**src/rtl/vector_addsub_pipe_if.sv**
```systemverilog
// Stream bundle for vector_addsub_pipe: operand beat in, result beat out,
// each side with its own valid/ready pair.
interface vector_addsub_pipe_if #(
    parameter int W = 8,
    parameter int N = 4
);
    logic         in_valid;
    logic         in_ready;
    logic [1:0]   op;
    logic [W-1:0] a [N-1:0];
    logic [W-1:0] b [N-1:0];
    logic         out_valid;
    logic         out_ready;
    logic [W-1:0] y [N-1:0];
    logic [N-1:0] ovf;

    modport master (
        output in_valid, op, a, b, out_ready,
        input  in_ready, out_valid, y, ovf
    );

    modport slave (
        input  in_valid, op, a, b, out_ready,
        output in_ready, out_valid, y, ovf
    );
endinterface

```
**src/rtl/vector_addsub_pipe.sv**
```systemverilog
// N-lane add/subtract with wrap or saturate, per-lane overflow flags and a
// LATENCY-deep global-stall valid/ready pipeline.
module vector_addsub_pipe #(
    parameter int W       = 8,
    parameter int N       = 4,
    parameter int LATENCY = 2,
    parameter int SIGNED  = 0
) (
    input  logic                clock,
    input  logic                reset,
    vector_addsub_pipe_if.slave bus
);

    // On overflow a signed result clips toward the sign of a (which equals
    // b's sign for add); unsigned clips to all-ones on carry, zero on borrow.
    function automatic logic [W-1:0] sat_value(input logic sub, input logic a_msb);
        if (SIGNED != 0)
            return a_msb ? {1'b1, {(W-1){1'b0}}} : {1'b0, {(W-1){1'b1}}};
        else
            return sub ? {W{1'b0}} : {W{1'b1}};
    endfunction

    // Returns {overflow, result}.
    function automatic logic [W:0] lane_calc(input logic [W-1:0] a, input logic [W-1:0] b,
                                             input logic [1:0] op);
        logic [W:0]        ext;
        logic signed [W:0] sx;
        logic              ov;
        if (SIGNED != 0) begin
            if (op[0]) sx = $signed({a[W-1], a}) - $signed({b[W-1], b});
            else       sx = $signed({a[W-1], a}) + $signed({b[W-1], b});
            ext = sx;
            ov  = sx[W] ^ sx[W-1];
        end else begin
            if (op[0]) ext = {1'b0, a} - {1'b0, b};
            else       ext = {1'b0, a} + {1'b0, b};
            sx  = '0;
            ov  = ext[W];
        end
        return {ov, (op[1] && ov) ? sat_value(op[0], a[W-1]) : ext[W-1:0]};
    endfunction

    logic [W-1:0] y_c   [N-1:0];
    logic [N-1:0] ovf_c;

    logic [LATENCY-1:0] vld_p;
    logic [W-1:0]       y_p   [LATENCY-1:0][N-1:0];
    logic [N-1:0]       ovf_p [LATENCY-1:0];
    logic               advance;

    always_comb begin
        ovf_c = '0;
        for (int i = 0; i < N; i++) y_c[i] = '0;
        for (int i = 0; i < N; i++) begin
            {ovf_c[i], y_c[i]} = lane_calc(bus.a[i], bus.b[i], bus.op);
        end
    end

    assign advance      = bus.out_ready | ~vld_p[LATENCY-1];
    assign bus.in_ready = advance;

    // Stage 1 captures lane math; later stages are plain delay.
    always_ff @(posedge clock or posedge reset) begin
        if (reset) begin
            vld_p <= '0;
        end else if (advance) begin
            vld_p[0] <= bus.in_valid;
            for (int s = 1; s < LATENCY; s++) vld_p[s] <= vld_p[s-1];
        end
    end

    always_ff @(posedge clock) begin
        if (advance) begin
            if (bus.in_valid) begin
                for (int i = 0; i < N; i++) y_p[0][i] <= y_c[i];
                ovf_p[0] <= ovf_c;
            end
            for (int s = 1; s < LATENCY; s++) begin
                for (int i = 0; i < N; i++) y_p[s][i] <= y_p[s-1][i];
                ovf_p[s] <= ovf_p[s-1];
            end
        end
    end

    // Data regs are not reset, so outputs are masked by the final valid bit.
    assign bus.out_valid = vld_p[LATENCY-1];
    assign bus.ovf       = vld_p[LATENCY-1] ? ovf_p[LATENCY-1] : '0;

    always_comb begin
        for (int i = 0; i < N; i++) begin
            bus.y[i] = vld_p[LATENCY-1] ? y_p[LATENCY-1][i] : '0;
        end
    end

endmodule

```
**src/flat_wrapper.sv**
```systemverilog
// flat-port wrapper written by rule: the top's interface ports become plain ports
module vector_addsub_pipe_flat 
#(
    parameter int W       = 8,
    parameter int N       = 4,
    parameter int LATENCY = 2,
    parameter int SIGNED  = 0
)
  (clock, reset, bus_in_valid, bus_op, bus_a, bus_b, bus_out_ready, bus_in_ready, bus_out_valid, bus_y, bus_ovf);
  vector_addsub_pipe_if #(.W(W), .N(N)) bus_i ();
  input  logic clock;
  input  logic reset;
  input wire logic [$bits(bus_i.in_valid)-1:0] bus_in_valid;
  input wire logic [$bits(bus_i.op)-1:0] bus_op;
  input wire logic [$bits(bus_i.a)-1:0] bus_a;
  input wire logic [$bits(bus_i.b)-1:0] bus_b;
  input wire logic [$bits(bus_i.out_ready)-1:0] bus_out_ready;
  output wire logic [$bits(bus_i.in_ready)-1:0] bus_in_ready;
  output wire logic [$bits(bus_i.out_valid)-1:0] bus_out_valid;
  output wire logic [$bits(bus_i.y)-1:0] bus_y;
  output wire logic [$bits(bus_i.ovf)-1:0] bus_ovf;
  assign bus_i.in_valid = bus_in_valid;
  assign bus_i.op = bus_op;
  assign bus_i.a = {>>{bus_a}};
  assign bus_i.b = {>>{bus_b}};
  assign bus_i.out_ready = bus_out_ready;
  assign bus_in_ready = bus_i.in_ready;
  assign bus_out_valid = bus_i.out_valid;
  assign bus_y = {>>{bus_i.y}};
  assign bus_ovf = bus_i.ovf;
  vector_addsub_pipe #(.W(W), .N(N), .LATENCY(LATENCY), .SIGNED(SIGNED)) u_core (.clock(clock), .reset(reset), .bus(bus_i));
endmodule
```
**config.mk**
```make
export PLATFORM = sky130hd
export DESIGN_NAME = vector_addsub_pipe_flat
export DESIGN_NICKNAME = d
export VERILOG_FILES = /design/src/rtl/vector_addsub_pipe_if.sv /design/src/rtl/vector_addsub_pipe.sv /design/src/flat_wrapper.sv
export SDC_FILE = /design/constraint.sdc
export NUM_CORES = 1
export LEC_CHECK = 0
export CAP_MARGIN = 10
export CORE_MARGIN = 3
export CORE_UTILIZATION = 50
export DETAILED_ROUTE_END_ITERATION = 10
export GPL_TIMING_DRIVEN = 0
export PLACE_DENSITY = 0.81
export RECOVER_POWER = 100
export SLEW_MARGIN = 10
export SYNTH_ARGS = -nofsm -noshare
export SYNTH_HDL_FRONTEND = slang
export SYNTH_SLANG_ARGS = --single-unit
```
**constraint.sdc**
```tcl
create_clock -name clock -period 3.3 [get_ports clock]
set_input_delay 0.33 -clock clock [delete_from_list [all_inputs] [get_ports clock]]
set_output_delay 0.33 -clock clock [all_outputs]
set_load 0.01 [all_outputs]
```
Yosys cells after proc, flatten, opt, wreduce, memory -nomap -nowiden
Memory sizes are Yosys's and may differ from the RTL's.
Cells that the tools add are included.
{ "totals": {"latch_bits": 0, "input_bits": 70, "ff_bits": 2, "rom_bits": 0, "wordCells": 36, "ram_bits": 72, "memories": 2, "output_inout_bits": 38} }
{ "classes": {"shift": 0, "order_cmp": 0, "n_mul": 0, "bitwise": 2, "n_div": 0, "mux": 19, "n_eq_ne": 0, "n_reduce_logical": 4, "n_addsub": 8} }
{ "mem_list": {"columns": ["name", "words", "word_bits", "read_ports", "rd_ports_with_merged_regs", "wr", "line_no", "text"], "rows": [
  ["u_core.y_p", 2, 32, 2, 0, 2, "vector_addsub_pipe.sv:47", "logic [W-1:0] y_p [LATENCY-1:0][N-1:0];"],
  ["u_core.ovf_p", 2, 4, 2, 0, 2, "vector_addsub_pipe.sv:48", "logic [N-1:0] ovf_p [LATENCY-1:0];"]
]} }
{ "op_table": {"columns": ["cell", "n"], "rows": [
  ["two-way mux 8 bit", 9],
  ["adder 8 x 8 -> 9 bit", 4],
  ["two-way mux 9 bit", 4],
  ["subtractor 8 x 8 -> 9 bit", 4],
  ["two-way mux 1 bit", 5],
  ["logical AND 1 bit", 4],
  ["two-way mux 4 bit", 1],
  ["NOT 1 bit", 1],
  ["OR 1 bit", 1]
]} }

Logic depth before layout (Yosys ltp)
{ "depth": {"ltp_word": 4, "depth_mapped": 11} }

Worst setup path before layout
OpenSTA, ideal clock, no wires.
{ "synth_path": {"path_type": "in2reg", "from": "input port bus_op[0]", "to": "memory u_core.y_p[0][23] in the netlist's numbering, data pin", "setup_time_ns": 0.278, "stages": 9, "path_buffers": 2, "required_ns": 3.022, "arrival_ns": 2.799, "setup_slack_ns": 0.223, "cell_sequence": "clkbuf_1 -> clkbuf_1 -> mux2i_1 -> fa_1 -> a211oi_2 -> o31ai_2 -> a211oi_4 -> mux2i_4 -> mux2i_1"} }
{ "synth_lines": {"columns": ["item", "line_no", "text"], "rows": [
  ["start: declaration", "flat_wrapper.sv:14", "input wire logic [$bits(bus_i.op)-1:0] bus_op;"],
  ["end: declaration", "vector_addsub_pipe.sv:47", null]
]} }

==> impl_metrics.json <==
{
  "status": "complete, no violations",
  "cp-startpoint": "bus_b[0]",
  "synth_cell_types": 32,
  "hold_buffers": 0,
  "clockBufferDepth": 2,
  "clk_pin_slew_ps": 70,
  "grt-ovfl-total": 0,
  "rsz0062_at_grt": "no",
  "synth_mux_area_share_pct": 9.33,
  "p_leak_nw": 2.46,
  "cp.required_ps": 3460,
  "setup.worst_path.end_class": "flip-flop",
  "synth_edf_count": 72,
  "yosys.area_share.xor_xnor_pct": 9.20,
  "relSlewSlack_pct": 45.7,
  "netlist_instances": 435,
  "clock.fmax_mhz": 315,
  "synth-seq-cells": 74,
  "maxCapViolCount": 0,
  "multi_input_area_um2": 2570,
  "critPathLaunchType": "primary input",
  "syn_area_um2": 4950,
  "synth_top_family_by_area": "simple AND/OR/NAND/NOR gates",
  "cts_tree": "done",
  "hold_violations": 0,
  "layout_min_cycle_time_ps": 3170,
  "synth_warnings": 0,
  "die_area_um2": 11100,
  "synth_top_cells_by_count": "edfxtp_1 (72), a21oi_1 (45), and2_1 (39)",
  "synthMostInstantiatedCell": "edfxtp_1",
  "final_net_count": 666,
  "core_area_um2": 9420,
  "vias_per_cell": 5.18,
  "final_core_util_pct": 68.6,
  "htree_levels": 3,
  "drt.antenna.violating_nets": 0,
  "cts_buffers": 9,
  "gp_routability_congestion": 0.834,
  "grtUsageTotal_pct": 18.4,
  "maxSlewViolCount": 0,
  "grt_max_degree": 37,
  "drt_pass1_iterations": 4,
  "setup_violations": 0,
  "rows": 35,
  "yosysTopAreaCellShare_pct": 43.7,
  "async_reset_ff_share_pct": 2.70,
  "synth.top_cells.by_area": "edfxtp_1 (44%), ha_1 (9.1%), mux2i_1 (7.3%)",
  "root_buffer": "clkbuf_8",
  "diodes": 0,
  "reg2reg_from": "u_core.vld_p[1]$_DFFE_PP0N_",
  "post_drt_wl_per_cell_um": 14.6,
  "regArea_um2": 2210,
  "ys.flop_type": "edfxtp_1",
  "fp.dieH_um": 106,
  "synth-simple-area-share_pct": 11.5,
  "wl_um": 10100,
  "grt_first_pass_wirelength_um": 16100,
  "period_share_pct": 96.2,
  "dr.first_iter.drc_count": 76,
  "post-dp-hpwl_um": 8180,
  "clk_latency_ps": 340,
  "critPathMaxFanout": 8,
  "port_buffers": 106,
  "whs_ps": 280,
  "avgSynthCellArea_um2": 11.4,
  "cts.sinks": 74,
  "pre_cts_ws_ps": -687,
  "worst_slew_pin_slew_ps": 814,
  "antenna_found_initial": 0,
  "vdd_drop_max_v": 0.000215,
  "placed_area_um2": 6200,
  "initial_core_util_pct": 52.6,
  "synthAdderAreaFrac_pct": 10.7,
  "crit_type": "in -> reg",
  "setup_slack_ps": 126,
  "final_cell_area_um2": 6460,
  "vias": 3571,
  "cellPowerDensity_nw_per_um2": 464,
  "holdCritPathClass": "in -> async",
  "drc": 0,
  "grt_pass1_vias": 3554,
  "die_x_um": 106,
  "yosysTopAreaCell": "edfxtp_1",
  "clock_skew_ps": 5.26,
  "io_pins": 108,
  "area_growth_pct": 30.4,
  "ys_seq_area_share_pct": 44.7,
  "synth_nets": 545,
  "drive_gt1_share_pct": 7.49,
  "cp.arrival_ps": 3340,
  "synth-compound-area-share_pct": 11.3,
  "num-fill-cells": 716
}
[logic make-up (layout without fill, tap and decap cells)]
| logic type | after synthesis | in the layout |
|---|---|---|
| adders and majority gates | 40 | 40 |
| and+or+nand+nor | 104 | 104 |
| DFF | 74 | 74 |
| xor gates and xnor gates | 52 | 52 |
| buffers and inverters | 43 | 169 |
| muxes | 41 | 41 |
| AOI/OAI and AO/OA | 81 | 81 |
[registers in the layout, summed over array words and instances, names as in the netlist]
name and count:
u_core.y_p 64, u_core.ovf_p 8, u_core.vld_p 2
[where the power goes]
group	internal [mW]	total [mW]	switching (mW)
Sequential	1.23	1.26	0.0346
Combinational	0.522	1.02	0.497
Clock	0.416	0.717	0.301
Total	2.16	3.00	0.832
[timing repair]
item	CTS	global route
buffers inserted	0	3
setup endpoints to repair	32	13
resized for setup	3	0
[per-stage QoR]
stage	std cells	total power, mW	setup TNS [ps]
detailed placement	671	2.31	-21050
global placement	670	2.26	-39220
global route	690	3.17	0
floorplan	435	1.92	0
CTS	687	3.02	0
finish	690	3.00	0
[per-layer routing]
metal / track usage, % / vias up / wire, µm / part of all wire (%)
li1: - / 1784 / - / -
met1: 18.7 / 1691 / 3780 / 37
met2: 37.0 / 82 / 5720 / 57
met3: 3.37 / 14 / 422 / 4.2
met4: 6.01 / 0 / 180 / 1.8
met5: 0 / - / 0 / 0
[cell usage in the layout, fill, tap and decap left out, drive strengths merged, types with 5 or more instances in the layout]
cell type and n:
clkdlybuf4s50 89, edfxtp 72, a21oi 45, mux2i 40
and2 39, ha 36, inv 33, xnor2 32
xor2 20, nor2 19, nand2 18, clkbuf 18
dlygate4sd3 17, o21ai 10, nor3 8, a211oi 8
nor2b 7, nand2b 6, buf 5
[worst paths after layout]
path                                               endpoint  slack, ps  cells past startpoint
worst max-delay path             u_core.y_p[0][6]$_DFFE_PP_        130                     10
worst max register to register  u_core.y_p[0][22]$_DFFE_PP_       1010                      3
worst min-delay path            u_core.vld_p[0]$_DFFE_PP0N_        280                      2
min in group clock              u_core.y_p[1][13]$_DFFE_PN_        410                      0
max in group asynchronous       u_core.vld_p[1]$_DFFE_PP0N_       2910                      2
worst min register to register  u_core.y_p[1][13]$_DFFE_PN_        410                      0
[cell type report]
type	instances	share of cell area (%)
flip-flops and latches	74	34.3
clock buffers	9	1.92
multi-input cells	318	39.8
repair buffers	110	17.7
plain buffers	10	0.640
clock inverters	7	1.30
well taps	129	2.50
inverters	33	1.92
[worst max-delay path: stages]
cell,delay [ps]
clkdlybuf4s50_1,520
inv_1,60
ha_1,280
mux2i_1,120
fa_1,480
a211oi_2,280
o31ai_2,130
a211oi_4,340
mux2i_4,490
mux2i_1,310
Note: power is estimated with default switching activity, not from simulation.
